**config.mk**
```make
export PLATFORM = sky130hd
export DESIGN_NAME = count_match_monitor_flat
export DESIGN_NICKNAME = d
export VERILOG_FILES = /design/src/rtl/cmm_pkg.sv /design/src/rtl/count_match_monitor_if.sv /design/src/rtl/cmm_evt_fifo.sv /design/src/rtl/count_match_monitor.sv /design/src/flat_wrapper.sv
export SDC_FILE = /design/constraint.sdc
export NUM_CORES = 1
export LEC_CHECK = 0
export CAP_MARGIN = 20
export CELL_PAD_IN_SITES_DETAIL_PLACEMENT = 0
export CELL_PAD_IN_SITES_GLOBAL_PLACEMENT = 2
export CORE_MARGIN = 5
export CORE_UTILIZATION = 35
export CTS_BUF_LIST = sky130_fd_sc_hd__clkbuf_8
export CTS_CLUSTER_SIZE = 28
export DETAILED_ROUTE_END_ITERATION = 12
export HOLD_SLACK_MARGIN = 0.03
export PLACE_DENSITY_LB_ADDON = 0.05
export SETUP_SLACK_MARGIN = 0.3
export SLEW_MARGIN = 40
export SYNTH_ARGS = -nofsm -noshare
export SYNTH_HDL_FRONTEND = slang
export SYNTH_HIERARCHICAL = 1
export SYNTH_SLANG_ARGS = --single-unit
```
**constraint.sdc**
```tcl
create_clock -name clk -period 3.3 [get_ports clk]
set_input_delay 0.66 -clock clk [delete_from_list [all_inputs] [get_ports clk]]
set_output_delay 0.66 -clock clk [all_outputs]
set_load 0.02 [all_outputs]
```
**src/rtl/cmm_pkg.sv**
```systemverilog
`default_nettype none
// +----------------------------------------------------------------------------+
// | Package : cmm_pkg                                                          |
// | Purpose : Shared definitions for the count-match monitor: event flag bit   |
// |           positions, monitor FSM states and the event record layout.       |
// | Revision: 1.0 - initial release                                            |
// +----------------------------------------------------------------------------+
package cmm_pkg;

  // Nominal counter width; the event record below is laid out for this width.
  localparam int CMM_W = 4;

  // Bit positions inside the 3-bit flag field {LOAD, WRAP, MATCH}.
  localparam int FLG_MATCH = 0;
  localparam int FLG_WRAP  = 1;
  localparam int FLG_LOAD  = 2;

  typedef enum logic [1:0] {
    ST_DISARMED = 2'd0,
    ST_PRIMING  = 2'd1,
    ST_RUN      = 2'd2
  } cmm_state_t;

  typedef struct packed {
    logic [2:0]       flags;
    logic [CMM_W-1:0] value;
  } cmm_evt_t;

endpackage
`default_nettype wire

```
**src/rtl/count_match_monitor_if.sv**
```systemverilog
`default_nettype none
// +----------------------------------------------------------------------------+
// | Interface: count_match_monitor_if                                          |
// | Purpose  : valid/ready event stream from the monitor to its consumer.      |
// |   evt_valid  head event present          (master -> slave)                 |
// |   evt_ready  consumer takes head         (slave  -> master)                |
// |   evt_flags  {LOAD,WRAP,MATCH} of head    (master -> slave)                |
// |   evt_value  count value of head event    (master -> slave)                |
// | Revision : 1.0 - initial release                                           |
// +----------------------------------------------------------------------------+
interface count_match_monitor_if #(
  parameter int W = 4
);
  logic         evt_valid;
  logic         evt_ready;
  logic [2:0]   evt_flags;
  logic [W-1:0] evt_value;

  modport master (output evt_valid, output evt_flags, output evt_value, input evt_ready);
  modport slave  (input evt_valid, input evt_flags, input evt_value, output evt_ready);
endinterface
`default_nettype wire

```
**src/rtl/cmm_evt_fifo.sv**
```systemverilog
`default_nettype none
// +----------------------------------------------------------------------------+
// | Module  : cmm_evt_fifo                                                     |
// | Purpose : Synchronous FIFO holding monitor events. The head is presented   |
// |           directly from storage; it reads as zero while the FIFO is empty. |
// |   clk, rst  clock, synchronous active-high reset (empties the FIFO)        |
// |   push/din  write request and data; ignored when full unless popping too   |
// |   pop       read request; ignored when empty                               |
// |   dout      head entry                                                     |
// |   full      DEPTH entries held;  empty  no entries held                    |
// | Revision: 1.0 - initial release                                            |
// +----------------------------------------------------------------------------+
module cmm_evt_fifo #(
  parameter int DEPTH = 4,
  parameter int DW    = 7
) (
  input  logic          clk,
  input  logic          rst,
  input  logic          push,
  input  logic          pop,
  input  logic [DW-1:0] din,
  output logic [DW-1:0] dout,
  output logic          full,
  output logic          empty
);

  localparam int          AW       = $clog2(DEPTH);
  localparam logic [AW:0] FULL_CNT = (AW+1)'(DEPTH);

  logic [DW-1:0] mem [DEPTH];
  logic [AW-1:0] wr_ptr;
  logic [AW-1:0] rd_ptr;
  logic [AW:0]   count;
  logic          do_push;
  logic          do_pop;

  assign empty   = (count == '0);
  assign full    = (count == FULL_CNT);
  assign do_pop  = pop && !empty;
  // A simultaneous pop frees the slot, so a full FIFO can still accept.
  assign do_push = push && (!full || do_pop);
  assign dout    = empty ? '0 : mem[rd_ptr];

  always_ff @(posedge clk) begin
    if (rst) begin
      wr_ptr <= '0;
      rd_ptr <= '0;
      count  <= '0;
    end else begin
      if (do_push) wr_ptr <= wr_ptr + AW'(1);
      if (do_pop)  rd_ptr <= rd_ptr + AW'(1);
      case ({do_push, do_pop})
        2'b10:   count <= count + (AW+1)'(1);
        2'b01:   count <= count - (AW+1)'(1);
        default: count <= count;
      endcase
    end
  end

  always_ff @(posedge clk) begin
    if (do_push) mem[wr_ptr] <= din;
  end

endmodule
`default_nettype wire

```
**src/rtl/count_match_monitor.sv**
```systemverilog
`default_nettype none
// +----------------------------------------------------------------------------+
// | Module  : count_match_monitor                                              |
// | Purpose : Watches a loadable up-counter and queues MATCH / WRAP / LOAD     |
// |           events for a valid/ready consumer.                               |
// |   clk, rst   clock, synchronous active-high reset                          |
// |   en         monitor enable (arms DISARMED -> PRIMING -> RUN)              |
// |   cnt_in     counter output                                                |
// |   cnt_jump   counter load or reset, same cycle the counter sees it         |
// |   cmp_val    compare value                                                 |
// |   evt        event stream (count_match_monitor_if.master)                  |
// |   fifo_full  event FIFO holds DEPTH entries                                |
// |   drop_cnt   saturating dropped-event count                                |
// | Build option: CMM_DROP_CNT_EN adds the drop_cnt port and counter; without  |
// |   it, events arriving at a full FIFO are dropped silently.                 |
// | Revision: 1.0 - initial release                                            |
// +----------------------------------------------------------------------------+
module count_match_monitor
  import cmm_pkg::*;
#(
  parameter int W      = 4,
  parameter int DEPTH  = 4,
  parameter int DROP_W = 8
) (
  input  logic                 clk,
  input  logic                 rst,
  input  logic                 en,
  input  logic [W-1:0]         cnt_in,
  input  logic                 cnt_jump,
  input  logic [W-1:0]         cmp_val,
  count_match_monitor_if.master evt,
  output logic                 fifo_full
`ifdef CMM_DROP_CNT_EN
  ,
  output logic [DROP_W-1:0]    drop_cnt
`endif
);

  cmm_state_t   state;
  cmm_state_t   state_nxt;
  logic [W-1:0] prev;
  logic         jump_q;
  logic [2:0]   flags;
  logic         run_eval;
  logic         capture;
  logic         push_req;
  logic         pop;
  logic         drop;
  logic         fifo_empty;
  logic [W+2:0] fifo_dout;

  // ---------------------------------------------------------------- FSM
  always_ff @(posedge clk) begin
    if (rst) state <= ST_DISARMED;
    else     state <= state_nxt;
  end

  always_comb begin
    state_nxt = state;
    if (!en) begin
      state_nxt = ST_DISARMED;
    end else begin
      case (state)
        ST_DISARMED: state_nxt = ST_PRIMING;
        ST_PRIMING:  state_nxt = ST_RUN;
        ST_RUN:      state_nxt = ST_RUN;
        default:     state_nxt = ST_DISARMED;
      endcase
    end
  end

  // Evaluation only happens on an edge where the monitor is still enabled;
  // an edge that sees en low is the one that disarms it.
  assign run_eval = (state == ST_RUN) && en;
  assign capture  = (state == ST_PRIMING) && en;

  // ---------------------------------------------------------------- classify
  always_comb begin
    flags            = '0;
    flags[FLG_LOAD]  = jump_q;
    flags[FLG_WRAP]  = !jump_q && (prev == {W{1'b1}}) && (cnt_in == '0);
    // A held count that equals cmp_val reports once; a load landing on the
    // same value as before still counts as a fresh arrival.
    flags[FLG_MATCH] = (cnt_in == cmp_val) && ((cnt_in != prev) || jump_q);
  end

  always_ff @(posedge clk) begin
    if (rst) begin
      prev   <= '0;
      jump_q <= 1'b0;
    end else if (run_eval || capture) begin
      prev   <= cnt_in;
      jump_q <= cnt_jump;
    end
  end

  // ---------------------------------------------------------------- queue
  assign push_req = run_eval && (flags != '0);
  assign pop      = evt.evt_valid && evt.evt_ready;
  assign drop     = push_req && fifo_full && !pop;

  cmm_evt_fifo #(
    .DEPTH (DEPTH),
    .DW    (W + 3)
  ) u_fifo (
    .clk   (clk),
    .rst   (rst),
    .push  (push_req),
    .pop   (pop),
    .din   ({flags, cnt_in}),
    .dout  (fifo_dout),
    .full  (fifo_full),
    .empty (fifo_empty)
  );

  assign evt.evt_valid = !fifo_empty;
  assign evt.evt_flags = fifo_dout[W+2:W];
  assign evt.evt_value = fifo_dout[W-1:0];

`ifdef CMM_DROP_CNT_EN
  always_ff @(posedge clk) begin
    if (rst)                          drop_cnt <= '0;
    else if (drop && drop_cnt != '1) drop_cnt <= drop_cnt + DROP_W'(1);
  end
`else
  logic unused_drop;
  assign unused_drop = drop;
`endif

endmodule
`default_nettype wire

```
**src/flat_wrapper.sv**
```systemverilog
// flat-port wrapper written by rule: the top's interface ports become plain ports
module count_match_monitor_flat import cmm_pkg::*;
#(
  parameter int W      = 4,
  parameter int DEPTH  = 4,
  parameter int DROP_W = 8
)
  (clk, rst, en, cnt_in, cnt_jump, cmp_val, fifo_full, evt_evt_valid, evt_evt_flags, evt_evt_value, evt_evt_ready);
  count_match_monitor_if #(.W(W)) evt_i ();
  input  logic clk;
  input  logic rst;
  input  logic en;
  input  logic [W-1:0] cnt_in;
  input  logic cnt_jump;
  input  logic [W-1:0] cmp_val;
  output logic fifo_full;
  output wire logic [$bits(evt_i.evt_valid)-1:0] evt_evt_valid;
  output wire logic [$bits(evt_i.evt_flags)-1:0] evt_evt_flags;
  output wire logic [$bits(evt_i.evt_value)-1:0] evt_evt_value;
  input wire logic [$bits(evt_i.evt_ready)-1:0] evt_evt_ready;
  assign evt_evt_valid = evt_i.evt_valid;
  assign evt_evt_flags = evt_i.evt_flags;
  assign evt_evt_value = evt_i.evt_value;
  assign evt_i.evt_ready = evt_evt_ready;
  count_match_monitor #(.W(W), .DEPTH(DEPTH), .DROP_W(DROP_W)) u_core (.clk(clk), .rst(rst), .en(en), .cnt_in(cnt_in), .cnt_jump(cnt_jump), .cmp_val(cmp_val), .evt(evt_i), .fifo_full(fifo_full));
endmodule
```
# After elaboration in Yosys (flattened, before gate mapping)

Memory sizes are Yosys's and may differ from the RTL's. A register that Yosys moved wholly into a read port is not among the register bits.
Cells that the tools add are included.

Bitwise logic cells: 1
Equality and inequality tests: 8
Mux-type cells: 7
Add/sub/neg operators: 4
Reduce and logical (&&, ||, !) cells: 22

Operator list:

| cell                | number |
|---|---|
| $logic_and 1x1->1   | 9 |
| $mux 7              | 1 |
| $pmux 3 s2          | 1 |
| $add 2x1->2 const B | 2 |
| $eq 2x1->1 const B  | 2 |
| $eq 2x2->1 const B  | 2 |
| $eq 4x4->1          | 1 |
| $eq 4x4->1 const B  | 1 |
| $logic_not 4->1     | 1 |
| $mux 2              | 2 |
| $ne 4x4->1          | 1 |
| $pmux 2 s2          | 1 |
| $reduce_or 2->1     | 2 |
| $add 3x1->3 const B | 1 |
| $eq 3x3->1 const B  | 1 |
| $logic_not 1->1     | 3 |
| $logic_not 3->1     | 1 |
| $logic_or 1x1->1    | 3 |
| $reduce_bool 3->1   | 1 |
| $sub 3x1->3 const B | 1 |
| $logic_not 2->1     | 1 |
| $mux 1              | 2 |
| $reduce_bool 2->1   | 1 |
| $not 1->1           | 1 |

RAM bits: 28
Word-level logic and storage cells: 49
Register bits: 14
Input bits: 13
Output and inout bits: 9
Memories: 1

Memories:

| memory            | words | width | read ports | clocked after memory_dff | write ports | RTL line           | source |
|---|---|---|---|---|---|---|---|
| u_core.u_fifo.mem | 4     | 7     | 1          | 1                        | 1           | cmm_evt_fifo.sv:30 | `logic [DW-1:0] mem [DEPTH];` |

# Depth between registers and ports, before layout

Gate-level depths: netlist of the first run.

Word-level depth: 8
Gate-level depth with buffers: 13
Mapped depth without buffers: 13

# Hierarchy

The synthesis of the first run kept the hierarchy.

Modules (own cells, without submodules):

| module              | cells each | instances | sequential area each (µm²) | area each (µm²) |
|---|---|---|---|---|
| cmm_evt_fifo        | 99         | 1         | 1021.0                     | 1570.3 |
| count_match_monitor | 45         | 1         | 140.1                      | 427.9 |

# Worst setup path after synthesis of the first run

OpenSTA, ideal clock, no wires.

Kind: input to register
Start: input port cnt_in[1]
End: register u_core.u_fifo.count[2]
Required time: 3.230 ns
Buffers on the path: 0
Arrival: 2.791 ns
Library setup time: 0.070 ns
Slack: 0.439 ns
Stages: 12
Cells stage by stage: or4bb_1 nor3_2 o21bai_1 o31ai_1 a21boi_4 inv_1 ha_1 inv_1 fa_1 xor2_1 or3_1 a21oi_1

Elaborated cells on any way between the ends: 13
Those cells by class: eq/ne (4); mux (1); reduce/logical (8)

RTL lines:

| what                                            | RTL line                  | source |
|---|---|---|
| start, declared                                 | flat_wrapper.sv:13        | `input logic [W-1:0] cnt_in;` |
| $logic_not 4->1 (*)                             | count_match_monitor.sv:81 | `flags[FLG_WRAP] = !jump_q && (prev == {W{1'b1}}) && (cnt_in == '0);` |
| $logic_and 1x1->1 (*)                           | count_match_monitor.sv:81 |  |
| net u_core.flags[1]                             | count_match_monitor.sv:43 | `logic [2:0] flags;` |
| $reduce_bool 3->1 (*)                           | count_match_monitor.sv:98 | `assign push_req = run_eval && (flags != '0);` |
| $logic_and 1x1->1 (*)                           | count_match_monitor.sv:98 |  |
| net u_core.push_req                             | count_match_monitor.sv:46 | `logic push_req;` |
| $logic_and 1x1->1 (*)                           | cmm_evt_fifo.sv:41        | `assign do_push = push && (!full \|\| do_pop);` |
| $eq 2x1->1 or $eq 2x2->1 (tied branches)        | cmm_evt_fifo.sv:52        | `case ({do_push, do_pop})` |
| $pmux 3 s2 or $reduce_bool 2->1 (tied branches) | n/a                       |  |
| end signal, assigned                            | cmm_evt_fifo.sv:53        | `2'b10: count <= count + (AW+1)'(1);` |
| end signal, assigned                            | cmm_evt_fifo.sv:54        | `2'b01: count <= count - (AW+1)'(1);` |
| end signal, assigned                            | cmm_evt_fifo.sv:55        | `default: count <= count;` |
| end, declared                                   | cmm_evt_fifo.sv:33        | `logic [AW:0] count;` |

The timed path passes the listed nets; every way through them passes the cells marked *.
A chain may end at the register's enable or synchronous reset.

==> metrics.md, run 1 <==
| Metric | Value |
|---|---|
| Post-synth top area share | `between 40% and 50%` |
| Simple-gate share of the synthesized area | `12.7%` |
| RSZ-0062 raised after global routing | `no` |
| Starting density of the core | `36.1%` |
| Fin area | `between 0.002 and 0.003 mm²` |
| Final core utilization | `between 40% and 50%` |
| DRC violations left | `0` |
| Post-Place Worst Slack | `-101 ps` |
| CP Capture Type | `output port` |
| CP Max Fanout | `7` |
| First-pass GRT wire length | `5930 µm` |
| Maximum root-to-sink buffer count | `2` |
| WP data arrival | `2160 ps` |
| Ys Warns | `6` |
| Worst-margin pin slew | `605 ps` |
| Hold WS | `509 ps` |
| Cells after Synth | `144` |
| Starting DRT DRC Count | `49` |
| XOR/XNOR Fraction of Synth Area | `4.38%` |
| WL/cell | `about 14 µm` |
| Final hold vios | `0` |
| WL final | `~3500 µm` |
| Antenna violations before repair | `0` |
| Leak | `between 0.9 and 1 nW` |
| Clk root buf | `clkbuf_8` |
| Largest net degree at the start of global routing | `18` |
| Max VDD drop | `0.157 mV` |
| Post-Syn Area per Cell | `13.9 µm²` |
| Top cells by area, synth | `edfxtp_1 (42%), dfxtp_1 (16%), mux4_2 (7.9%)` |
| Type of the worst setup path | `reg -> out` |
| Post-Syn Area | `about 0.002 mm²` |
| Rel. slew slack | `59.6%` |
| Synth Register Bits | `44` |
| Commonest non-fill, non-tap cell in the layout | `edfxtp_1` |
| Post-layout min period | `2820 ps` |
| Largest family of logic cells by synthesized area | `simple AND/OR/NAND/NOR gates` |
| H-tree levels | `2` |
| Cell Area, Placed | `0.00243 mm²` |
| Status | `complete, no violations` |
| GRT overflow | `0` |
| Final Non-Filler Cells | `257` |
| Crit start category | `register` |
| Period utilization | `85.3%` |
| Routed Antenna Nets | `0` |
| Filler cells | `496` |
| Post-synthesis mux area share | `11.6%` |
| Yosys cell types | `32` |
| Placed cells | `~250` |
| Fin. max-slew vios | `0` |
| Hold-fix buffers, CTS | `0` |
| PortBufs | `21` |
| Sequential cell area fraction in the yosys report | `58.1%` |
| Site Rows | `27` |
| Post-synthesis adder-cell area fraction | `6.01%` |
| Die X | `between 80 and 90 µm` |
| Most frequent cells in the layout | `edfxtp_1 (28), clkdlybuf4s50_1 (17), dfxtp_1 (16)` |
| Synth area leader | `edfxtp_1` |
| Layout Nets | `206` |
| Core ar. | `0.00554 mm²` |
| Share of layout cells above drive strength 1 | `23.2%` |
| Hold Crit Class | `reg -> reg` |
| Inserted Diodes | `0` |
| Via Count | `1194` |
| Die height | `approximately 86 µm` |
| Final Skew | `2.73 ps` |
| GPL Wtd Cong | `0.687` |
| CTS tree | `done` |
| Final setup viols | `0` |
| DR vias/cell | `~4.6` |
| R2R Setup Slk | `650 ps` |
| Post-synthesis compound-gate area fraction | `3.94%` |
| Vias in the first global route | `1212` |
| Post-Syn Nets | `around 170` |
| Die ar. | `0.00732 mm²` |
| Post-DP HPWL | `2620 µm` |
| FMAX | `0.355 GHz` |
| Register clock-pin slew on the reported worst setup and hold paths | `about 90 ps` |
| Io pins | `22` |
| Clock Sinks | `44` |
| Pwr dens | `414 mW/mm²` |
| GRT Total Usage | `10.6%` |
| Total of max-cap violations | `0` |
| First drt pass iteration count | `3` |
| Clock latency on the worst-skew pair | `300 ps` |
| Final worst slack | `around 480 ps` |
| Area Growth Syn to Fin | `28.6%` |
| CTS Buf Count | `5` |
| Worst path required time | `roughly 2600 ps` |
-- power by group --
group / internal (W) / total [W] / switching (W)
clock: 0.000228 / 0.000422 / 0.000194
sequential: 0.000586 / 0.000590 / 0.00000360
combinational: 0.0000287 / 0.0000514 / 0.0000227
total: 0.000843 / 0.00106 / 0.000220
-- worst paths after layout --
check / startpoint / end / cells after the start
min: u_core/u_fifo/rd_ptr[1]$_SDFFE_PP0P_ / u_core/u_fifo/rd_ptr[1]$_SDFFE_PP0P_ / 2
max reg2reg: u_core/prev[2]$_SDFFE_PP0P_ / u_core/u_fifo/count[2]$_SDFFE_PP0P_ / 12
min reg2reg: u_core/u_fifo/rd_ptr[1]$_SDFFE_PP0P_ / u_core/u_fifo/rd_ptr[1]$_SDFFE_PP0P_ / 2
max: register / evt_evt_value[0] / 3
-- stage by stage --
| step | power [W] | setup TNS (ps) |
|---|---|---|
| after CTS | 0.00108 | 0 |
| after detailed placement | 0.000656 | -153 |
| after global placement | 0.000655 | -10.9 |
| after floorplan | 0.000624 | 0 |
| final | 0.00106 | 0 |
| after global routing | 0.00111 | 0 |
-- critical path, cell delays in order (launching register included) --
cell and delay [ps]:
dfxtp_1 610, mux4_2 570, nor2b_1 140, clkdlybuf4s50_1 530
-- Yosys cell counts (all sizes together) --
cell type and number:
a21boi 1, dfxtp 16, buf 2, ha 8, a21oi 5, o31ai 1, xor2 3, nand4 1
nor2 12, and3b 2, o21bai 1, o21ai 4, fa 1, xnor2 7, and2 4, nand2b 2
mux2 1, or3 3, or4bb 2, clkbuf 2, mux2i 6, nor3b 1, nor3 3, edfxtp 28
inv 10, nor2b 8, mux4 7, nand2 2, nand3 1
-- registers in the layout, summed over array words and instances, names as in the netlist, named ones only --
signal                count
u_core/u_fifo/count       3
u_core/u_fifo/rd_ptr      2
u_core/state              2
u_core/u_fifo/mem        28
u_core/prev               4
u_core/jump_q             1
u_core/u_fifo/wr_ptr      2
-- logic make-up after synthesis --
family / after synthesis
adder cells (fa/ha/maj): 9
XOR/XNOR: 10
flip-flops: 44
AND/OR/NAND/NOR: 41
multiplexers: 14
AO/OA/AOI/OAI: 12
buffers and inverters: 14
-- metal layers --
metal / routed length, µm / part of all wire, % / up-vias / track usage (%)
met5: 0 / 0 / - / 0
met4: 43 / 1.2 / 0 / 3.88
met3: 133 / 3.8 / 4 / 3.27
met2: 1760 / 50 / 17 / 17.9
met1: 1590 / 45 / 582 / 12.6
li1: - / - / 591 / -
-- final cells by class --
class                      instances  area, µm²  area share (%)
sequential                        44       1160            45.2
multi-input combinational         86        793            30.9
timing repair buffer              37        373            14.5
tap                               72       90.1            3.51
clock buffer                       5       68.8            2.68
clock inverter                     3       46.3            1.80
inverter                          10       37.5            1.46
-- repair_timing --
item | 4_1_cts | 5_1_grt
pin swaps | 3 | 6
buffers inserted | 2 | 0
endpoints found under the setup margin | 2 | 2
resized for setup | 3 | 12
No activity file was read; power rests on OpenSTA's default activity.
==> run 2: changes to the inputs <==
clock period = 3.5 ns   (was 3.3 ns; I/O delays follow)
==> metrics.md, run 2 (synthesis gave the netlist of run 1 again) <==
| Metric | Value |
|---|---|
| Largest registers | `u_core/u_fifo/mem (28), u_core/prev (4), u_core/u_fifo/count (3)` |
| Largest net degree at the start of global routing | `18` |
| GRT Total Usage | `10.8%` |
| Crit path depth | `13` |
| First-pass GRT wire length | `5980 µm` |
| WHS Path Cells | `2` |
| Hold-fix buffers, CTS | `0` |
| Pwr dens | `~420 mW/mm²` |
| Top cell by count, worst path | `inv_1` |
| Slowest CP cell | `clkdlybuf4s50_1` |
| Count of buffer and inverter cells on the critical path | `3` |
| Period utilization | `87.1%` |
| Maximum root-to-sink buffer count | `2` |
| Starting density of the core | `a little over a third` |
| GPL Wtd Cong | `0.686` |
| Commonest non-fill, non-tap cell in the layout | `edfxtp_1` |
| Core ar. | `between 0.005 and 0.006 mm²` |
| CTS tree | `done` |
| Status | `complete, no violations` |
| Clk root buf | `clkbuf_8` |
| Worst path cell trace | `clkdlybuf4s50_1 -> xnor2_1 -> nand3_1 -> nor3_1 -> o31ai_2 -> a21boi_4 -> inv_1 -> ha_1 -> inv_1 -> fa_1 -> xor2_1 -> or3_1 -> a21oi_2` |
| Rel. slew slack | `59.9%` |
| CP Max Fanout | `4` |
| Most Crowded Layer GR | `met2` |
| Hold WS | `around 500 ps` |
| Site Rows | `27` |
| Final hold vios | `0` |
| Layout Nets | `slightly below 200` |
| WP data arrival | `about 3300 ps` |
| DRC violations left | `0` |
| Register clock-pin slew on the reported worst setup and hold paths | `about 80 ps` |
| WL/cell | `14.3 µm` |
| Number of flip-flops in the largest register | `28` |
| Fin. max-slew vios | `0` |
| Clock Sinks | `44` |
| Die X | `85.6 µm` |
| Post-layout min period | `3050 ps` |
| PortBufs | `21` |
| Vias in the first global route | `1209` |
| Io pins | `22` |
| GRT overflow | `0` |
| Share of layout cells above drive strength 1 | `16.9%` |
| Routed Antenna Nets | `0` |
| Hold Crit Class | `reg -> reg` |
| Met3 GRT Util | `3.27%` |
| CP delay by family, top | `simple AND/OR/NAND/NOR gates` |
| H-tree levels | `2` |
| Top reg by flops | `u_core/u_fifo/mem` |
| RSZ-0062 raised after global routing | `no` |
| Most frequent cells in the layout | `edfxtp_1 (28), clkdlybuf4s50_1 (19), dfxtp_1 (16)` |
| Worst path required time | `3720 ps` |
| Final setup viols | `0` |
| Die ar. | `about 0.0073 mm²` |
| M2 GR Usage | `between 10% and 20%` |
| Final Skew | `10.9 ps` |
| Die height | `roughly 86 µm` |
| DR vias/cell | `4.66` |
| CTS Buf Count | `5` |
| FMAX | `0.328 GHz` |
| Global-route met1 utilization | `12.9%` |
| First drt pass iteration count | `4` |
| CP max stage delay | `550 ps` |
| Final core utilization | `between 40% and 50%` |
| Area Growth Syn to Fin | `24.4%` |
| Type of the worst setup path | `in -> reg` |
| Total of max-cap violations | `0` |
| WL final | `approximately 3600 µm` |
| Worst-margin pin slew | `roughly 600 ps` |
| Starting DRT DRC Count | `39` |
| Inserted Diodes | `0` |
| Post-DP HPWL | `2640 µm` |
| CP Capture Type | `register` |
| Filler cells | `531` |
| Max VDD drop | `0.203 mV` |
| R2R Setup Slk | `~980 ps` |
| Clock latency on the worst-skew pair | `around 290 ps` |
| Crit start category | `input pin` |
| R2R depth | `12` |
| Antenna violations before repair | `0` |
| Via Count | `1166` |
| Leak | `0.884 nW` |
| Setup TNS | `0 ps` |
## run 2: changes by cell type in the layout (fill, tap and decap cells not counted), sizes merged
cell and change:
buf -7, bufinv +1, clkbuf -2, clkdlybuf4s15 -1, clkdlybuf4s50 +2, clkinvlp -1, dlymetal6s2s +1
## run 2: power by group
part / total (W) / leakage (nW) / internal [W] / switching, W
Sequential: 0.000556 / 0.384 / 0.000553 / 0.00000333
Clock: 0.000449 / 0.0695 / 0.000282 / 0.000166
Combinational: 0.0000487 / 0.430 / 0.0000275 / 0.0000212
Total: 0.00105 / 0.884 / 0.000863 / 0.000191
## run 2: area by class of cell
class / count / area [µm²] / area share [%]
Clock buffer: 5 / 68.8 / 2.77
Clock inverter: 3 / 63.8 / 2.57
Inverter: 10 / 37.5 / 1.51
Multi-Input combinational cell: 86 / 782 / 31.5
Sequential cell: 44 / 1160 / 46.7
Tap cell: 72 / 90.1 / 3.62
Timing Repair Buffer: 30 / 283 / 11.4
## run 2: worst paths after layout
kind / start / to
max reg2reg: u_core/prev[0]$_SDFFE_PP0P_ / u_core/u_fifo/count[2]$_SDFFE_PP0P_
min: u_core/u_fifo/rd_ptr[1]$_SDFFE_PP0P_ / u_core/u_fifo/rd_ptr[1]$_SDFFE_PP0P_
max: cnt_in[2] / u_core/u_fifo/count[2]$_SDFFE_PP0P_
min reg2reg: u_core/u_fifo/rd_ptr[1]$_SDFFE_PP0P_ / u_core/u_fifo/rd_ptr[1]$_SDFFE_PP0P_
## run 2: through the flow
stage          std cells  cell area [µm²]  total power [W]  setup WS, ps
6_report             250             2490          0.00105           451
5_1_grt              250             2490          0.00110           283
4_1_cts              248             2460          0.00107           366
3_5_place_dp         240             2320         0.000618          45.2
3_3_place_gp         240             2320         0.000616           137
2_1_floorplan        144             2000         0.000589           599
## run 2: layer usage
layer  wire [µm]  part of all wire [%]
met5           0                     0
met4          67                   1.9
met3         133                   3.7
met2        1810                    51
met1        1570                    44
## run 2: timing repair
item,4_1_cts,5_1_grt
gates resized for setup,0,4
setup buffers,0,2
endpoints found under the setup margin,0,2
## run 2: worst min-delay path: cells and delay by family, from the launching register on
kind / cells / cell delay [ps]
DFF: 1 / 310
AOI/OAI and AO/OA: 2 / 150
==> run 3: changes to the inputs <==
CAP_MARGIN = 15   (was 20)
==> results of run 3 <==
Final layout, timing and power as in run 2 (identical DEF).
